==> src/rtl/viterbi_acs_ctrl_if.sv <==
// Handshake and control bundle between the BMU front end, the ACS sequencer,
// the survivor memory and the traceback engine.
interface viterbi_acs_ctrl_if #(
    parameter int PM_WIDTH = 13,
    parameter int TB_DEPTH = 64
);
    localparam int ADDR_W = $clog2(2 * TB_DEPTH);

    logic                start;
    logic                sym_valid;
    logic                last;
    logic                sym_ready;
    logic [PM_WIDTH-1:0] min_pm;
    logic                acs_en;
    logic                pm_init;
    logic                norm_en;
    logic                surv_wr_en;
    logic [ADDR_W-1:0]   surv_wr_addr;
    logic                tb_start;
    logic [ADDR_W-1:0]   tb_start_addr;
    logic [ADDR_W:0]     tb_len;
    logic                tb_flush;
    logic                tb_done;
    logic                busy;
    logic                frame_done;

    modport slave (
        input  start, sym_valid, last, min_pm, tb_done,
        output sym_ready, acs_en, pm_init, norm_en, surv_wr_en, surv_wr_addr,
               tb_start, tb_start_addr, tb_len, tb_flush, busy, frame_done
    );

    modport master (
        output start, sym_valid, last, min_pm, tb_done,
        input  sym_ready, acs_en, pm_init, norm_en, surv_wr_en, surv_wr_addr,
               tb_start, tb_start_addr, tb_len, tb_flush, busy, frame_done
    );
endinterface

==> src/rtl/viterbi_acs_ctrl.sv <==
// Sequencer for the 64-state ACS array: symbol intake, PM init/normalization,
// survivor ring writes and sliding-window / flush traceback scheduling.
module viterbi_acs_ctrl #(
    parameter int PM_WIDTH    = 13,
    parameter int TB_DEPTH    = 64,
    parameter int NORM_THRESH = 2 ** (PM_WIDTH - 2)
) (
    input logic               clk,
    input logic               rst,
    viterbi_acs_ctrl_if.slave bus
);
    localparam int ADDR_W = $clog2(2 * TB_DEPTH);
    localparam logic [ADDR_W:0]     RING_LEN = (ADDR_W + 1)'(2 * TB_DEPTH);
    localparam logic [ADDR_W:0]     WIN_LEN  = (ADDR_W + 1)'(TB_DEPTH);
    localparam logic [PM_WIDTH-1:0] NORM_LVL = PM_WIDTH'(NORM_THRESH);

    typedef enum logic [2:0] {
        IDLE, INIT, RUN, TB_ISSUE, TB_WAIT, FL_ISSUE, FL_WAIT
    } state_t;

    state_t            state;
    logic [ADDR_W-1:0] wp;
    logic [ADDR_W:0]   pend;
    logic [ADDR_W:0]   pend_next;
    logic              accept;
    logic              pm_init;
    logic              surv_wr_en;
    logic [ADDR_W-1:0] surv_wr_addr;
    logic              tb_start;
    logic [ADDR_W-1:0] tb_start_addr;
    logic [ADDR_W:0]   tb_len;
    logic              tb_flush;
    logic              frame_done;

    assign accept    = (state == RUN) && bus.sym_valid;
    assign pend_next = pend + 1'b1;

    assign bus.sym_ready     = (state == RUN);
    assign bus.acs_en        = accept;
    assign bus.norm_en       = accept && (bus.min_pm >= NORM_LVL);
    assign bus.busy          = (state != IDLE);
    assign bus.pm_init       = pm_init;
    assign bus.surv_wr_en    = surv_wr_en;
    assign bus.surv_wr_addr  = surv_wr_addr;
    assign bus.tb_start      = tb_start;
    assign bus.tb_start_addr = tb_start_addr;
    assign bus.tb_len        = tb_len;
    assign bus.tb_flush      = tb_flush;
    assign bus.frame_done    = frame_done;

    // surv_wr_addr doubles as "last written address" when a traceback is issued
    always_ff @(posedge clk or posedge rst) begin
        if (rst) begin
            state         <= IDLE;
            wp            <= '0;
            pend          <= '0;
            pm_init       <= 1'b0;
            surv_wr_en    <= 1'b0;
            surv_wr_addr  <= '0;
            tb_start      <= 1'b0;
            tb_start_addr <= '0;
            tb_len        <= '0;
            tb_flush      <= 1'b0;
            frame_done    <= 1'b0;
        end else begin
            pm_init    <= 1'b0;
            surv_wr_en <= 1'b0;
            tb_start   <= 1'b0;
            frame_done <= 1'b0;
            case (state)
                IDLE: begin
                    if (bus.start) begin
                        pm_init <= 1'b1;
                        state   <= INIT;
                    end
                end
                INIT: begin
                    wp    <= '0;
                    pend  <= '0;
                    state <= RUN;
                end
                RUN: begin
                    if (accept) begin
                        surv_wr_en   <= 1'b1;
                        surv_wr_addr <= wp;
                        wp           <= wp + 1'b1;
                        pend         <= pend_next;
                        // Frame end wins over a window trigger on the same symbol
                        if (bus.last)
                            state <= FL_ISSUE;
                        else if (pend_next == RING_LEN)
                            state <= TB_ISSUE;
                    end
                end
                TB_ISSUE: begin
                    tb_start      <= 1'b1;
                    tb_flush      <= 1'b0;
                    tb_start_addr <= surv_wr_addr;
                    tb_len        <= RING_LEN;
                    state         <= TB_WAIT;
                end
                TB_WAIT: begin
                    if (bus.tb_done && !tb_start) begin
                        pend  <= pend - WIN_LEN;
                        state <= RUN;
                    end
                end
                FL_ISSUE: begin
                    tb_start      <= 1'b1;
                    tb_flush      <= 1'b1;
                    tb_start_addr <= surv_wr_addr;
                    tb_len        <= pend;
                    state         <= FL_WAIT;
                end
                FL_WAIT: begin
                    if (bus.tb_done && !tb_start) begin
                        pend       <= '0;
                        frame_done <= 1'b1;
                        state      <= IDLE;
                    end
                end
                default: state <= IDLE;
            endcase
        end
    end
endmodule

==> src/flat_wrapper.sv <==
// flat-port wrapper written by rule: the top's interface ports become plain ports
module viterbi_acs_ctrl_flat 
#(
    parameter int PM_WIDTH    = 13,
    parameter int TB_DEPTH    = 64,
    parameter int NORM_THRESH = 2 ** (PM_WIDTH - 2)
)
  (clk, rst, bus_start, bus_sym_valid, bus_last, bus_min_pm, bus_tb_done, bus_sym_ready, bus_acs_en, bus_pm_init, bus_norm_en, bus_surv_wr_en, bus_surv_wr_addr, bus_tb_start, bus_tb_start_addr, bus_tb_len, bus_tb_flush, bus_busy, bus_frame_done);
  viterbi_acs_ctrl_if #(.PM_WIDTH(PM_WIDTH), .TB_DEPTH(TB_DEPTH)) bus_i ();
  input logic clk;
  input logic rst;
  input wire logic [$bits(bus_i.start)-1:0] bus_start;
  input wire logic [$bits(bus_i.sym_valid)-1:0] bus_sym_valid;
  input wire logic [$bits(bus_i.last)-1:0] bus_last;
  input wire logic [$bits(bus_i.min_pm)-1:0] bus_min_pm;
  input wire logic [$bits(bus_i.tb_done)-1:0] bus_tb_done;
  output wire logic [$bits(bus_i.sym_ready)-1:0] bus_sym_ready;
  output wire logic [$bits(bus_i.acs_en)-1:0] bus_acs_en;
  output wire logic [$bits(bus_i.pm_init)-1:0] bus_pm_init;
  output wire logic [$bits(bus_i.norm_en)-1:0] bus_norm_en;
  output wire logic [$bits(bus_i.surv_wr_en)-1:0] bus_surv_wr_en;
  output wire logic [$bits(bus_i.surv_wr_addr)-1:0] bus_surv_wr_addr;
  output wire logic [$bits(bus_i.tb_start)-1:0] bus_tb_start;
  output wire logic [$bits(bus_i.tb_start_addr)-1:0] bus_tb_start_addr;
  output wire logic [$bits(bus_i.tb_len)-1:0] bus_tb_len;
  output wire logic [$bits(bus_i.tb_flush)-1:0] bus_tb_flush;
  output wire logic [$bits(bus_i.busy)-1:0] bus_busy;
  output wire logic [$bits(bus_i.frame_done)-1:0] bus_frame_done;
  assign bus_i.start = bus_start;
  assign bus_i.sym_valid = bus_sym_valid;
  assign bus_i.last = bus_last;
  assign bus_i.min_pm = bus_min_pm;
  assign bus_i.tb_done = bus_tb_done;
  assign bus_sym_ready = bus_i.sym_ready;
  assign bus_acs_en = bus_i.acs_en;
  assign bus_pm_init = bus_i.pm_init;
  assign bus_norm_en = bus_i.norm_en;
  assign bus_surv_wr_en = bus_i.surv_wr_en;
  assign bus_surv_wr_addr = bus_i.surv_wr_addr;
  assign bus_tb_start = bus_i.tb_start;
  assign bus_tb_start_addr = bus_i.tb_start_addr;
  assign bus_tb_len = bus_i.tb_len;
  assign bus_tb_flush = bus_i.tb_flush;
  assign bus_busy = bus_i.busy;
  assign bus_frame_done = bus_i.frame_done;
  viterbi_acs_ctrl #(.PM_WIDTH(PM_WIDTH), .TB_DEPTH(TB_DEPTH), .NORM_THRESH(NORM_THRESH)) u_core (.clk(clk), .rst(rst), .bus(bus_i));
endmodule
==> config.mk <==
export PLATFORM = sky130hd
export DESIGN_NAME = viterbi_acs_ctrl_flat
export DESIGN_NICKNAME = d
export VERILOG_FILES = /design/src/rtl/viterbi_acs_ctrl_if.sv /design/src/rtl/viterbi_acs_ctrl.sv /design/src/flat_wrapper.sv
export SDC_FILE = /design/constraint.sdc
export NUM_CORES = 1
export LEC_CHECK = 0
export CORE_MARGIN = 3
export CORE_UTILIZATION = 35
export CTS_BUF_LIST = sky130_fd_sc_hd__clkbuf_2
export CTS_CLUSTER_SIZE = 40
export DETAILED_ROUTE_END_ITERATION = 6
export SYNTH_ARGS = -nofsm -noshare
export SYNTH_HDL_FRONTEND = slang
export SYNTH_SLANG_ARGS = --single-unit
==> constraint.sdc <==
create_clock -name clk -period 2.3 [get_ports clk]
set_clock_uncertainty 0.05 [all_clocks]
set_input_delay 0.23 -clock clk [delete_from_list [all_inputs] [get_ports clk]]
set_output_delay 0.23 -clock clk [all_outputs]
set_load 0.02 [all_outputs]
==> key figures <==
Status
  – Status: completed

Synthesis
  – Prevailing post-synth register cell: dfrtp_1
  – Area leader, netlist: dfrtp_1
  – EDFF count, synth: 0
  – Most numerous cell in the Yosys netlist: dfrtp_1
  – Area contributors post-synth: dfrtp_1, nand2_1, mux2_2
  – Seq/Total Area, Yosys: 0.5108
  – Syn. warnings: 0
  – Mean Syn Cell Area: about 9.4 µm²
  – Synth Register Bits: 45
  – Synthesized netlist net count: 255
  – Gate Count Post-Synth: 234
  – Yosys top cell area share: 0.5108
  – Async SR Flop Fraction: 1.000
  – Post-Syn Area: 0.002205 mm²
  – Top cells by count, synth: dfrtp_1, nand2_1, nor2_1, o21ai_0, a21oi_1
  – Synth unique cells: 44

Global routing
  – Remaining global-route overflow: 0
  – Largest net degree at the start of global routing: 25
  – Tot GR Track Use: 0.1485
  – Initial antenna violation count: 0
  – First-pass GRT wire length: 8.645 mm
  – Vias in the first global route: 1,748

Place
  – Dpl ws: 164.5 ps
  – GP Congestion: ~0.86
  – Buffers on Ports: 38
  – Detailed placer's ending HPWL: ~3.5 mm

STA
  – Tmin final: 2175 ps
  – Fin. Hold Viols: 0
  – Final slew viol count: 0
  – Slew HR: 0.7097
  – Worst slew pin tran: around 440 ps
  – Setup WS post-layout: 124.7 ps
  – Final period util: 0.9458
  – Final setup fails: 0
  – Fmax: about 0.46 GHz
  – Final setup TNS: 0 ps
  – RSZ-0062 raised after global routing: false

Setup path
  – WP data required: 2020 ps
  – Crit-path cells: nand4bb_4 > nor2_1 > clkdlybuf4s50_1
  – CP Data Arrival Time: approximately 1900 ps
  – Start point of the critical path: u_core.state[0]
  – Critical path depth in cells: 3
  – Critical R2R Launch: u_core.state[1]
  – CP endpoint kind: output pin
  – Worst-path maximum fanout: 6
  – Crit path launch type: register
  – Crit path max-delay cell type: clkdlybuf4s50_1
  – WS Path Type: register to output pin
  – Top delay family on crit path: buffers and inverters
  – CP max stage delay: 610 ps
  – Worst Path Buf+Inv: 1
  – Worst R2R Setup Slack: 460 ps
  – FF-to-FF End: u_core.pend[7]
  – R2R cell count: 5

Clock tree
  – Root buf cell: clkbuf_2
  – Resized cells post-CTS: 4
  – Max Buffers Root-to-Sink: 2
  – Clock transition at path regs: between 200 and 250 ps
  – CTS tree: done
  – H-tree levels: 2
  – CTS Hold Bufs: 0
  – Skew-Pair Late Insertion Delay: around 410 ps
  – Num Clock Sinks: 45
  – Post-CTS Setup Repair Bufs: 0
  – CTS Buf Count: 5

Die
  – Die Height: 85.37 µm
  – Initial core utilization: 0.3659
  – CORE AREA: 0.006026 mm²
  – DIE AREA: 0.007287 mm²
  – IO Pins: 50
  – Die span in x: around 85 µm
  – Num rows: 28

Drt
  – Final ANT Viol Nets: 0
  – DRC errors left: 0
  – Total number of vias: 1,793
  – Pre-antenna DRT Iters: 4
  – Per-cell routed wire length: 13.75 µm
  – Via density: 5.094
  – Detailed Route Iter0 Violations: 179
  – Final WL: 4.839 mm

Job
  – Max cap viols: 0

Pwr
  – PnR Total Power: 2970 µW
  – Lkg Pwr: 0.001266 µW
  – PwrDens: 1079 mW/mm²
  – Max VDD drop: 0.4930 mV

Worst hold path
  – Hold Crit Class: input pin to async pin

Finish
  – N_diodes: 0
  – Nets: between 200 and 300
  – Layout area overhead: 24.80%
  – Share of cells above drive strength 1: 0.1191
-- flip-flops by register name, indices dropped and copies added (netlist names) --
register                  count
u_core.bus.tb_start_addr      7
u_core.bus.pm_init            1
u_core.bus.surv_wr_en         1
u_core.bus.frame_done         1
u_core.bus.tb_flush           1
u_core.wp                     7
u_core.state                  3
u_core.bus.tb_start           1
u_core.bus.surv_wr_addr       7
u_core.bus.tb_len             8
u_core.pend                   8
-- routing by layer --
layer  track usage  share of wire  vias up
met5             0              0        -
met4       0.05612          0.014        0
met3       0.03204          0.042        6
met2        0.2253           0.46       36
met1        0.2076           0.48      862
li1              -              -      889
-- how the worst max path moves through the flow --
stage,end,slack (ps)
global placement,bus_norm_en,160
CTS,bus_norm_en,70
floorplan,u_core.pend[7],710
detailed placement,bus_norm_en,160
finish,bus_norm_en,120
global route,bus_norm_en,20
-- tightest hold or removal path, stage by stage --
cell and delay (ps):
clkdlybuf4s50_1 410, clkinv_1 60, buf_4 290
-- stage by stage --
| step | hold slack (ps) | util | instances | instance area [µm²] |
|---|---|---|---|---|
| final | 96.02 | 0.4566 | 352 | 2751 |
| after global routing | 75.43 | 0.4566 | 352 | 2751 |
| after CTS | 72.56 | 0.4566 | 352 | 2751 |
| after detailed placement | 438.9 | 0.4468 | 344 | 2693 |
| after global placement | 427.6 | 0.4468 | 344 | 2693 |
| after floorplan | 286.2 | - | 234 | 2205 |
-- kinds of logic (layout without fill, tap and decap cells) --
logic type | after synthesis | after routing | share of synthesized area
muxes | 10 | 10 | 0.05051
AOI/OAI and AO/OA | 51 | 51 | 0.1476
DFF | 45 | 45 | 0.5108
xor gates and xnor gates | 7 | 7 | 0.02781
and+or+nand+nor | 96 | 96 | 0.2072
adders and majority gates | 2 | 2 | 0.01135
buffers and inverters | 23 | 66 | 0.04484
-- where the power goes --
| group | switching, µW | internal, µW | leakage, µW |
|---|---|---|---|
| sequential | 198 | 994 | 0.000588 |
| clock | 256 | 78.5 | 0.0000252 |
| combinational | 787 | 656 | 0.000653 |
-- placed cells by master (no fill, tap or decap), drive strengths merged, types with 2 or more instances in the layout --
| master | synthesis | layout |
|---|---|---|
| nand4 | 3 | 3 |
| a21oi | 16 | 16 |
| buf | 5 | 10 |
| ha | 2 | 2 |
| mux2 | 9 | 9 |
| dlygate4sd2 | 0 | 2 |
| inv | 10 | 9 |
| o21ai | 18 | 18 |
| nand2 | 42 | 42 |
| or3b | 2 | 2 |
| and3 | 5 | 5 |
| clkinvlp | 0 | 2 |
| clkdlybuf4s50 | 0 | 36 |
| nor2b | 8 | 8 |
| xor2 | 5 | 5 |
| o31ai | 2 | 2 |
| nor2 | 17 | 17 |
| o211ai | 2 | 2 |
| nand3 | 6 | 6 |
| dfrtp | 45 | 45 |
| clkbuf | 8 | 6 |
| nand2b | 2 | 2 |
| nor3 | 5 | 5 |
| xnor2 | 2 | 2 |
-- layout make-up --
class / instances / area (µm²)
clock inverters: 2 / 15.01
multi-input cells: 166 / 996.0
inverters: 10 / 37.54
repair buffers: 48 / 452.9
well taps: 75 / 93.84
clock buffers: 6 / 30.03
flip-flops and latches: 45 / 1126
fillers: 594 / 3274
Power figures use the tool's default switching activity.
